[src/rtl/shift_reg_burst_pkg.sv]
// Shared definitions for the universal shift register: step modes and
// burst-engine states.
package shift_reg_burst_pkg;

  typedef enum logic [2:0] {
    MODE_HOLD = 3'd0,
    MODE_SHL  = 3'd1,
    MODE_SHR  = 3'd2,
    MODE_ROL  = 3'd3,
    MODE_ROR  = 3'd4,
    MODE_ASR  = 3'd5,
    MODE_LOAD = 3'd6,
    MODE_RSVD = 3'd7
  } mode_e;

  typedef enum logic [1:0] {
    ST_IDLE = 2'd0,
    ST_RUN  = 2'd1,
    ST_FIN  = 2'd2
  } state_e;

endpackage

[src/rtl/shift_reg_burst_if.sv]
// Control/data bundle of the shift register: the master drives operation
// requests, the slave (the register) returns contents and burst status.
interface shift_reg_burst_if #(
  parameter int W     = 8,
  parameter int CNT_W = 4
);
  logic             ce;
  logic             clr;
  logic [2:0]       mode;
  logic             d_l;
  logic             d_r;
  logic [W-1:0]     p;
  logic             start;
  logic [CNT_W-1:0] count;
  logic [W-1:0]     q;
  logic             so_l;
  logic             so_r;
  logic             busy;
  logic             done;

  modport master (
    output ce, clr, mode, d_l, d_r, p, start, count,
    input  q, so_l, so_r, busy, done
  );

  modport slave (
    input  ce, clr, mode, d_l, d_r, p, start, count,
    output q, so_l, so_r, busy, done
  );
endinterface

[src/rtl/shift_reg_burst_step.sv]
// Combinational single-step function of the register; one copy serves both
// the free-running path and the burst path.
module shift_reg_burst_step
  import shift_reg_burst_pkg::*;
#(
  parameter int W = 8
) (
  input  logic [W-1:0] q_i,
  input  mode_e        mode_i,
  input  logic         d_l_i,
  input  logic         d_r_i,
  input  logic [W-1:0] p_i,
  output logic [W-1:0] q_o
);

  // Next register value for the selected mode; reserved mode holds.
  always_comb begin
    q_o = q_i;
    case (mode_i)
      MODE_SHL:  q_o = {q_i[W-2:0], d_l_i};
      MODE_SHR:  q_o = {d_r_i, q_i[W-1:1]};
      MODE_ROL:  q_o = {q_i[W-2:0], q_i[W-1]};
      MODE_ROR:  q_o = {q_i[0], q_i[W-1:1]};
      MODE_ASR:  q_o = {q_i[W-1], q_i[W-1:1]};
      MODE_LOAD: q_o = p_i;
      default:   q_o = q_i;
    endcase
  end

endmodule

[src/rtl/shift_reg_burst.sv]
// Universal shift register with a burst engine that runs COUNT steps of a
// latched mode and reports BUSY while running and a one-cycle DONE pulse.
module shift_reg_burst
  import shift_reg_burst_pkg::*;
#(
  parameter int           W         = 8,
  parameter int           CNT_W     = 4,
  parameter logic [W-1:0] RESET_VAL = '0
) (
  input logic              clk_i,
  input logic              rst_n_i,
  shift_reg_burst_if.slave bus
);

  state_e           state_q, state_d;
  logic [CNT_W-1:0] rem_q, rem_d;
  mode_e            mode_l_q, mode_l_d;
  mode_e            step_mode;
  logic [W-1:0]     q_q, q_d;
  logic [W-1:0]     step_q;

  shift_reg_burst_step #(.W(W)) u_step (
    .q_i    (q_q),
    .mode_i (step_mode),
    .d_l_i  (bus.d_l),
    .d_r_i  (bus.d_r),
    .p_i    (bus.p),
    .q_o    (step_q)
  );

  // State, remaining-step counter, latched mode and register contents.
  always_ff @(posedge clk_i or negedge rst_n_i) begin
    if (!rst_n_i) begin
      state_q  <= ST_IDLE;
      rem_q    <= '0;
      mode_l_q <= MODE_HOLD;
      q_q      <= RESET_VAL;
    end else begin
      state_q  <= state_d;
      rem_q    <= rem_d;
      mode_l_q <= mode_l_d;
      q_q      <= q_d;
    end
  end

  // Next state: CLR beats a running burst, which beats a new START, which
  // beats free-running MODE. FIN always leaves after one cycle, even with CE
  // low, but accepts a new burst like IDLE does.
  always_comb begin
    state_d   = state_q;
    rem_d     = rem_q;
    mode_l_d  = mode_l_q;
    q_d       = q_q;
    step_mode = mode_e'(bus.mode);
    if (bus.clr) begin
      state_d = ST_IDLE;
      rem_d   = '0;
      q_d     = RESET_VAL;
    end else if (state_q == ST_RUN) begin
      step_mode = mode_l_q;
      if (bus.ce) begin
        q_d   = step_q;
        rem_d = rem_q - CNT_W'(1);
        if (rem_q == CNT_W'(1)) state_d = ST_FIN;
      end
    end else begin
      if (state_q == ST_FIN) state_d = ST_IDLE;
      if (bus.ce) begin
        if (bus.start) begin
          mode_l_d = mode_e'(bus.mode);
          if (bus.count == '0) begin
            state_d = ST_FIN;
          end else begin
            q_d     = step_q;
            rem_d   = bus.count - CNT_W'(1);
            state_d = (bus.count == CNT_W'(1)) ? ST_FIN : ST_RUN;
          end
        end else begin
          q_d = step_q;
        end
      end
    end
  end

  assign bus.q    = q_q;
  assign bus.so_l = q_q[W-1];
  assign bus.so_r = q_q[0];
  assign bus.busy = (state_q == ST_RUN);
  assign bus.done = (state_q == ST_FIN);

endmodule
[src/flat_wrapper.sv]
// flat-port wrapper written by rule: the top's interface ports become plain ports
module shift_reg_burst_flat import shift_reg_burst_pkg::*;
#(
  parameter int           W         = 8,
  parameter int           CNT_W     = 4,
  parameter logic [W-1:0] RESET_VAL = '0
)
  (clk_i, rst_n_i, bus_ce, bus_clr, bus_mode, bus_d_l, bus_d_r, bus_p, bus_start, bus_count, bus_q, bus_so_l, bus_so_r, bus_busy, bus_done);
  shift_reg_burst_if #(.W(W), .CNT_W(CNT_W)) bus_i ();
  input logic clk_i;
  input logic rst_n_i;
  input wire logic [$bits(bus_i.ce)-1:0] bus_ce;
  input wire logic [$bits(bus_i.clr)-1:0] bus_clr;
  input wire logic [$bits(bus_i.mode)-1:0] bus_mode;
  input wire logic [$bits(bus_i.d_l)-1:0] bus_d_l;
  input wire logic [$bits(bus_i.d_r)-1:0] bus_d_r;
  input wire logic [$bits(bus_i.p)-1:0] bus_p;
  input wire logic [$bits(bus_i.start)-1:0] bus_start;
  input wire logic [$bits(bus_i.count)-1:0] bus_count;
  output wire logic [$bits(bus_i.q)-1:0] bus_q;
  output wire logic [$bits(bus_i.so_l)-1:0] bus_so_l;
  output wire logic [$bits(bus_i.so_r)-1:0] bus_so_r;
  output wire logic [$bits(bus_i.busy)-1:0] bus_busy;
  output wire logic [$bits(bus_i.done)-1:0] bus_done;
  assign bus_i.ce = bus_ce;
  assign bus_i.clr = bus_clr;
  assign bus_i.mode = bus_mode;
  assign bus_i.d_l = bus_d_l;
  assign bus_i.d_r = bus_d_r;
  assign bus_i.p = bus_p;
  assign bus_i.start = bus_start;
  assign bus_i.count = bus_count;
  assign bus_q = bus_i.q;
  assign bus_so_l = bus_i.so_l;
  assign bus_so_r = bus_i.so_r;
  assign bus_busy = bus_i.busy;
  assign bus_done = bus_i.done;
  shift_reg_burst #(.W(W), .CNT_W(CNT_W), .RESET_VAL(RESET_VAL)) u_core (.clk_i(clk_i), .rst_n_i(rst_n_i), .bus(bus_i));
endmodule
[config.mk]
export PLATFORM = sky130hd
export DESIGN_NAME = shift_reg_burst_flat
export DESIGN_NICKNAME = d
export VERILOG_FILES = /design/src/rtl/shift_reg_burst_pkg.sv /design/src/rtl/shift_reg_burst_if.sv /design/src/rtl/shift_reg_burst_step.sv /design/src/rtl/shift_reg_burst.sv /design/src/flat_wrapper.sv
export SDC_FILE = /design/constraint.sdc
export NUM_CORES = 1
export LEC_CHECK = 0
export CELL_PAD_IN_SITES_DETAIL_PLACEMENT = 1
export CELL_PAD_IN_SITES_GLOBAL_PLACEMENT = 2
export CORE_MARGIN = 5
export CORE_UTILIZATION = 26
export DETAILED_ROUTE_END_ITERATION = 6
export MAX_ROUTING_LAYER = met4
export PLACE_DENSITY_LB_ADDON = 0.1
export SLEW_MARGIN = 20
export SYNTH_ARGS = -nofsm -noshare
export SYNTH_HDL_FRONTEND = slang
export SYNTH_SLANG_ARGS = --single-unit
[constraint.sdc]
create_clock -name clk_i -period 1.8 [get_ports clk_i]
set_input_delay 0.18 -clock clk_i [delete_from_list [all_inputs] [get_ports clk_i]]
set_output_delay 0.18 -clock clk_i [all_outputs]
set_load 0.01 [all_outputs]
# Word level (Yosys, flattened, before mapping)
# Cells that the tools add are included.
# word_totals
ff_bits	17
latchBits	0
ram_bits	0
romBits	0
inputBits	22
output_inout_bits	12
wordCells	53
n_memories	0
# op_classes
addsub	2
mul	0
n_div	0
order_cmp	0
n_eq_ne	14
shift	0
muxes	24
bitwise_logic	2
reduce_logical	7
# op_table
op	count
2-to-1 mux 8 bit	6
one-hot mux 8 bit (6 select lines)	1
2-to-1 mux 4 bit	6
2-to-1 mux 2 bit	9
equality test 3 bit, second input constant	3
equality test 4 x 1 -> 1 bit, second input constant	2
subtractor 4 x 1 -> 4 bit, second input constant	2
equality test 3 x 2 -> 1 bit, second input constant	2
2-to-1 mux 3 bit	2
inequality test 3 bit, second input constant	2
logical NOT 4 bit	1
inequality test 4 bit, second input constant	1
AND reduction 2 bit	2
AND reduction 4 bit	1
equality test 3 x 1 -> 1 bit, second input constant	1
inequality test 3 x 2 -> 1 bit, second input constant	1
AND reduction 3 bit	1
nonzero test 3 bit	1
equality test 2 x 1 -> 1 bit, second input constant	1
equality test 2 bit, second input constant	1
NOT 1 bit	2
nonzero test 2 bit	1

# Depth between registers and ports, before layout
# depth
word_depth	10
ltp_mapped	7
ltp_nobuf	7

# By module
# A second synthesis with hierarchy kept.
# unflattened
hier_cells	178
hier_area_um2	1452.6
# by_module_without_submodules
mod	n_inst	cells_per_inst	area_each_um2	seq_area_each_um2
shift_reg_burst	1	119	1069.8	425.4
shift_reg_burst_step	1	59	382.9	0.0

# Worst setup path after synthesis
# No wires, ideal clock.
# synth_timing
path_kind	register -> register
startpoint	register u_core.state_q[1]
endpoint	register u_core.q_q[1] (netlist: u_core.bus.q[1])
setup_time_ns	0.122
arrival_time_ns	1.590
required_ns	1.678
path_slack_ns	0.089
stages_incl_launch_ff	6
path_buffers	1
period_less_slack_ns	1.711
path_cell_list	dfrtp_1 > or3b_4 > buf_6 > a21o_4 > o22a_1 > a32o_1
# synth_between
elab_chain_cells	10
word_cells_on_any_way	18
cone_classes	8 x eq/ne; 9 x mux; 1 x reduce/logical
# synth_lines
element	line	rtl
from (decl)	shift_reg_burst.sv:15	state_e state_q, state_d;
from (signal assigned)	shift_reg_burst.sv:39	state_q <= state_d;
equality test 2 x 1 -> 1 bit (*)	shift_reg_burst.sv:59	end else if (state_q == ST_RUN) begin
2-to-1 mux 3 bit	shift_reg_burst.sv:59	
2-to-1 mux 3 bit	shift_reg_burst.sv:55	if (bus.clr) begin
equality test 3 bit (tied with other cells)	shift_reg_burst_step.sv:19	case (mode_i)
one-hot mux 8 bit (6 select lines)	shift_reg_burst_step.sv:19	
2-to-1 mux 8 bit	shift_reg_burst.sv:71	if (bus.count == '0) begin
2-to-1 mux 8 bit	shift_reg_burst.sv:69	if (bus.start) begin
2-to-1 mux 8 bit	shift_reg_burst.sv:68	if (bus.ce) begin
2-to-1 mux 8 bit	shift_reg_burst.sv:59	
2-to-1 mux 8 bit	shift_reg_burst.sv:55	
to (signal assigned)	shift_reg_burst.sv:42	q_q <= q_d;
to (decl)	shift_reg_burst.sv:19	logic [W-1:0] q_q, q_d;
# Every way passes the cells marked *; elsewhere a longest branch is shown, timed or not. The select of a mux whose other input is x is not followed.
# A chain may end at the register's enable or synchronous reset.

# Final worst setup path
# layout_timing
startpoint	register u_core.state_q[1]
endpoint	register u_core.q_q[0] (netlist: u_core.bus.q[0])
# The elaborated chain is that of the path after synthesis.

==> run_results.csv <==
group,metric,value,unit
cts,cts_hold_buf,0,
final_layout,final_cells,291,
critical_path,cpPeakStageDelay,450,ps
sta,finalCritPeriodShare,1.03,
yosys,yosys-top-cells-area,"dfrtp_1 (30%), ha_1 (4.4%), a32o_1 (4.2%)",
cts,cts_buffers,3,
cts,clk_pin_slew,70,ps
detailed_routing,drc,0,
global_route,gr-usage-all-layers,0.144,
status,violations,"setup timing",
cts,cts_tree,"yes",
final_layout,fillers,629,
cts,clock_path_buffers,2,
detailed_routing,wirelength,4870,um
status,status,"finished, violations left",
critical_path,arrival,1990,ps
floorplan,die_area,0.00703,mm^2
detailed_routing,via_per_inst,5.00,
yosys,dominantRegCellSynth,"dfrtp_1",
hold_path,worstHoldPathType,"in2async",
sta,setup_viol,7,
global_route,overflow,0,
sta,relSlewSlack,0.725,
sta,clock_skew,2.43,ps
placement,hpwl,4000,um
critical_path,path_delay_family,"simple AND/OR/NAND/NOR gates",
critical_path,timing.rr.start,"u_core.state_q[1]",
yosys,synth_commonest_cells,"dfrtp_1 (17), a21oi_1 (11), nor2_1 (11)",
yosys,synth_edf_count,0,
detailed_routing,vias,1456,
cts,clock-sinks,17,
critical_path,start_kind,"flip-flop",
detailed_routing,ant_nets,0,
cts,cts_root_buffer,"clkbuf_8",
sta,worstMarginPinSlew,406,ps
global_route,grt_pass1_vias,1624,
yosys,syn_avg_cell_area,8.87,um^2
final_layout,drive_gt1_frac,0.276,
final_layout,nets,249,
global_route,antenna_found_initial,0,
sta,fmax,541,MHz
cts,cts_max_level,1,
placement,numPortBuffers,33,
cts,clk_latency,250,ps
yosys,synth.net_count,187,
final_layout,diodes,0,
floorplan,die_h,83.9,um
yosys,synth_area,0.00142,mm^2
yosys,yosys.area.top_type_share,0.300,
sta,fin_ws,-49.2,ps
global_route,grt_pass1_wl,8000,um
sta,tns,-140,ps
critical_path,worstPathRequired,1940,ps
critical_path,path_buf_inv,0,
yosys,yosysWarnings,0,
floorplan,start_util,0.273,
floorplan,num_rows,26,
placement,gp_congestion,0.820,
floorplan,fp.dieW,83.9,um
pwr,p_per_area,855,mW/mm^2
pwr,vdd_drop_max,0.422,mV
detailed_routing,first_pass_iters,4,
critical_path,critPathSlowestCell,"dfrtp_2",
sta,period_needed,1850,ps
yosys,ys_ff_latch,17,
sta,rsz0062_at_grt,"yes",
final_layout,area_delta_synth_final,48.2,%
critical_path,cp-end-kind,"flip-flop",
placement,placedCellCount,285,
critical_path,path_class,"reg2reg",
critical_path,crit_start,"u_core.state_q[1]",
yosys,async_reset_ff_frac,1.00,
yosys,netlist_instances,160,
flow_run,maxCapViolations,0,
sta,maxSlewViolCount,0,
global_route,grt_max_degree,18,
yosys,synth.most_common_cell,"dfrtp_1",
yosys,yosys.cell_types.count,47,
floorplan,core_area,0.00520,mm^2
sta,hold_violations,0,
floorplan,pin_count,34,
detailed_routing,wl_per_cell,16.7,um
pwr,leakage,0.902,nW
yosys,yosysTopAreaCell,"dfrtp_1",
detailed_routing,first_iter_violations,20,
yosys,seq_area_frac_synth,0.300,
critical_path,crit_chain,"or3b_4 -> mux2_4 -> nor2b_1 -> a2111o_1 -> a22o_1",
critical_path,path_max_fanout,8,
[routing by layer]
metal | track usage | wire length [um] | vias to the layer above
met5 | - | 0 | -
met4 | 0.0175 | 18 | 0
met1 | 0.166 | 2130 | 719
li1 | - | - | 715
met3 | 0.0286 | 131 | 2
met2 | 0.265 | 2590 | 20
[area by class of cell]
class | instances | area, um^2 | share of cell area
multi-input cells | 120 | 902 | 0.429
repair buffers | 69 | 601 | 0.286
flip-flops and latches | 17 | 427 | 0.203
well taps | 70 | 87.6 | 0.0416
clock buffers | 4 | 45.0 | 0.0214
inverters | 11 | 41.3 | 0.0196
[per-stage QoR]
| step | area [um^2] | power, mW | hold WS (ps) | utilization | setup WS, ps |
|---|---|---|---|---|---|
| after global routing | 2100 | 1.93 | 273 | 0.404 | -98.6 |
| after CTS | 2080 | 1.82 | 265 | 0.399 | -53.1 |
| after floorplan | 1420 | 1.08 | -116 | - | 88.7 |
| after global placement | 2020 | 1.47 | 510 | 0.388 | -313 |
| after detailed placement | 2020 | 1.50 | 538 | 0.388 | -370 |
| final | 2100 | 1.80 | 257 | 0.404 | -49.2 |
[path summary, 6_finish.rpt]
check	end	slack [ps]	depth (start not counted)
worst min-delay path	u_core.state_q[1]	260	2
worst max-delay path	u_core.bus.q[0]	-50	5
max in group asynchronous	u_core.state_q[1]	1330	2
min in group clk_i	u_core.rem_q[0]	390	3
worst min register to register	u_core.bus.q[6]	550	1
worst max register to register	u_core.bus.q[0]	-50	5
[placed cells by master (no fill, tap or decap), drive strengths merged, types with 3 or more instances in the layout]
cell type	n
nand3	3
o22a	6
ha	5
nor2	11
nand2	10
nor3	4
a32o	6
o21ai	8
a31oi	5
inv	11
clkbuf	4
a211oi	5
clkdlybuf4s50	30
mux2	5
a21oi	13
buf	36
dfrtp	17
or2b	5
nor2b	3
nor4	4
nand3b	3
[timing repair]
item	CTS	global route
setup endpoints to repair	14	14
pin swaps	3	10
gates cloned	0	0
setup buffers	1	1
resized for setup	6	5
[cells by family (layout without fill, tap and decap cells)]
| group | count (synthesis) | in the layout | share of synthesized area |
|---|---|---|---|
| DFF | 17 | 17 | 0.300 |
| adders and majority gates | 5 | 5 | 0.0441 |
| muxes | 7 | 7 | 0.0591 |
| AOI/OAI and AO/OA | 55 | 55 | 0.287 |
| and+or+nand+nor | 51 | 51 | 0.218 |
| buffers and inverters | 23 | 84 | 0.0802 |
| xor gates and xnor gates | 2 | 2 | 0.0123 |
[where the power goes]
group	switching (mW)	internal, mW	total [mW]
combinational	0.439	0.501	0.940
sequential	0.0969	0.461	0.558
clock	0.143	0.157	0.300
total	0.679	1.12	1.80
[sequential cells by signal (all words and copies together) (netlist names)]
| register | cells |
|---|---|
| u_core.bus.q | 8 |
| u_core.rem_q | 4 |
| u_core.mode_l_q | 3 |
| u_core.state_q | 2 |
No activity file was read; power rests on OpenSTA's default activity.
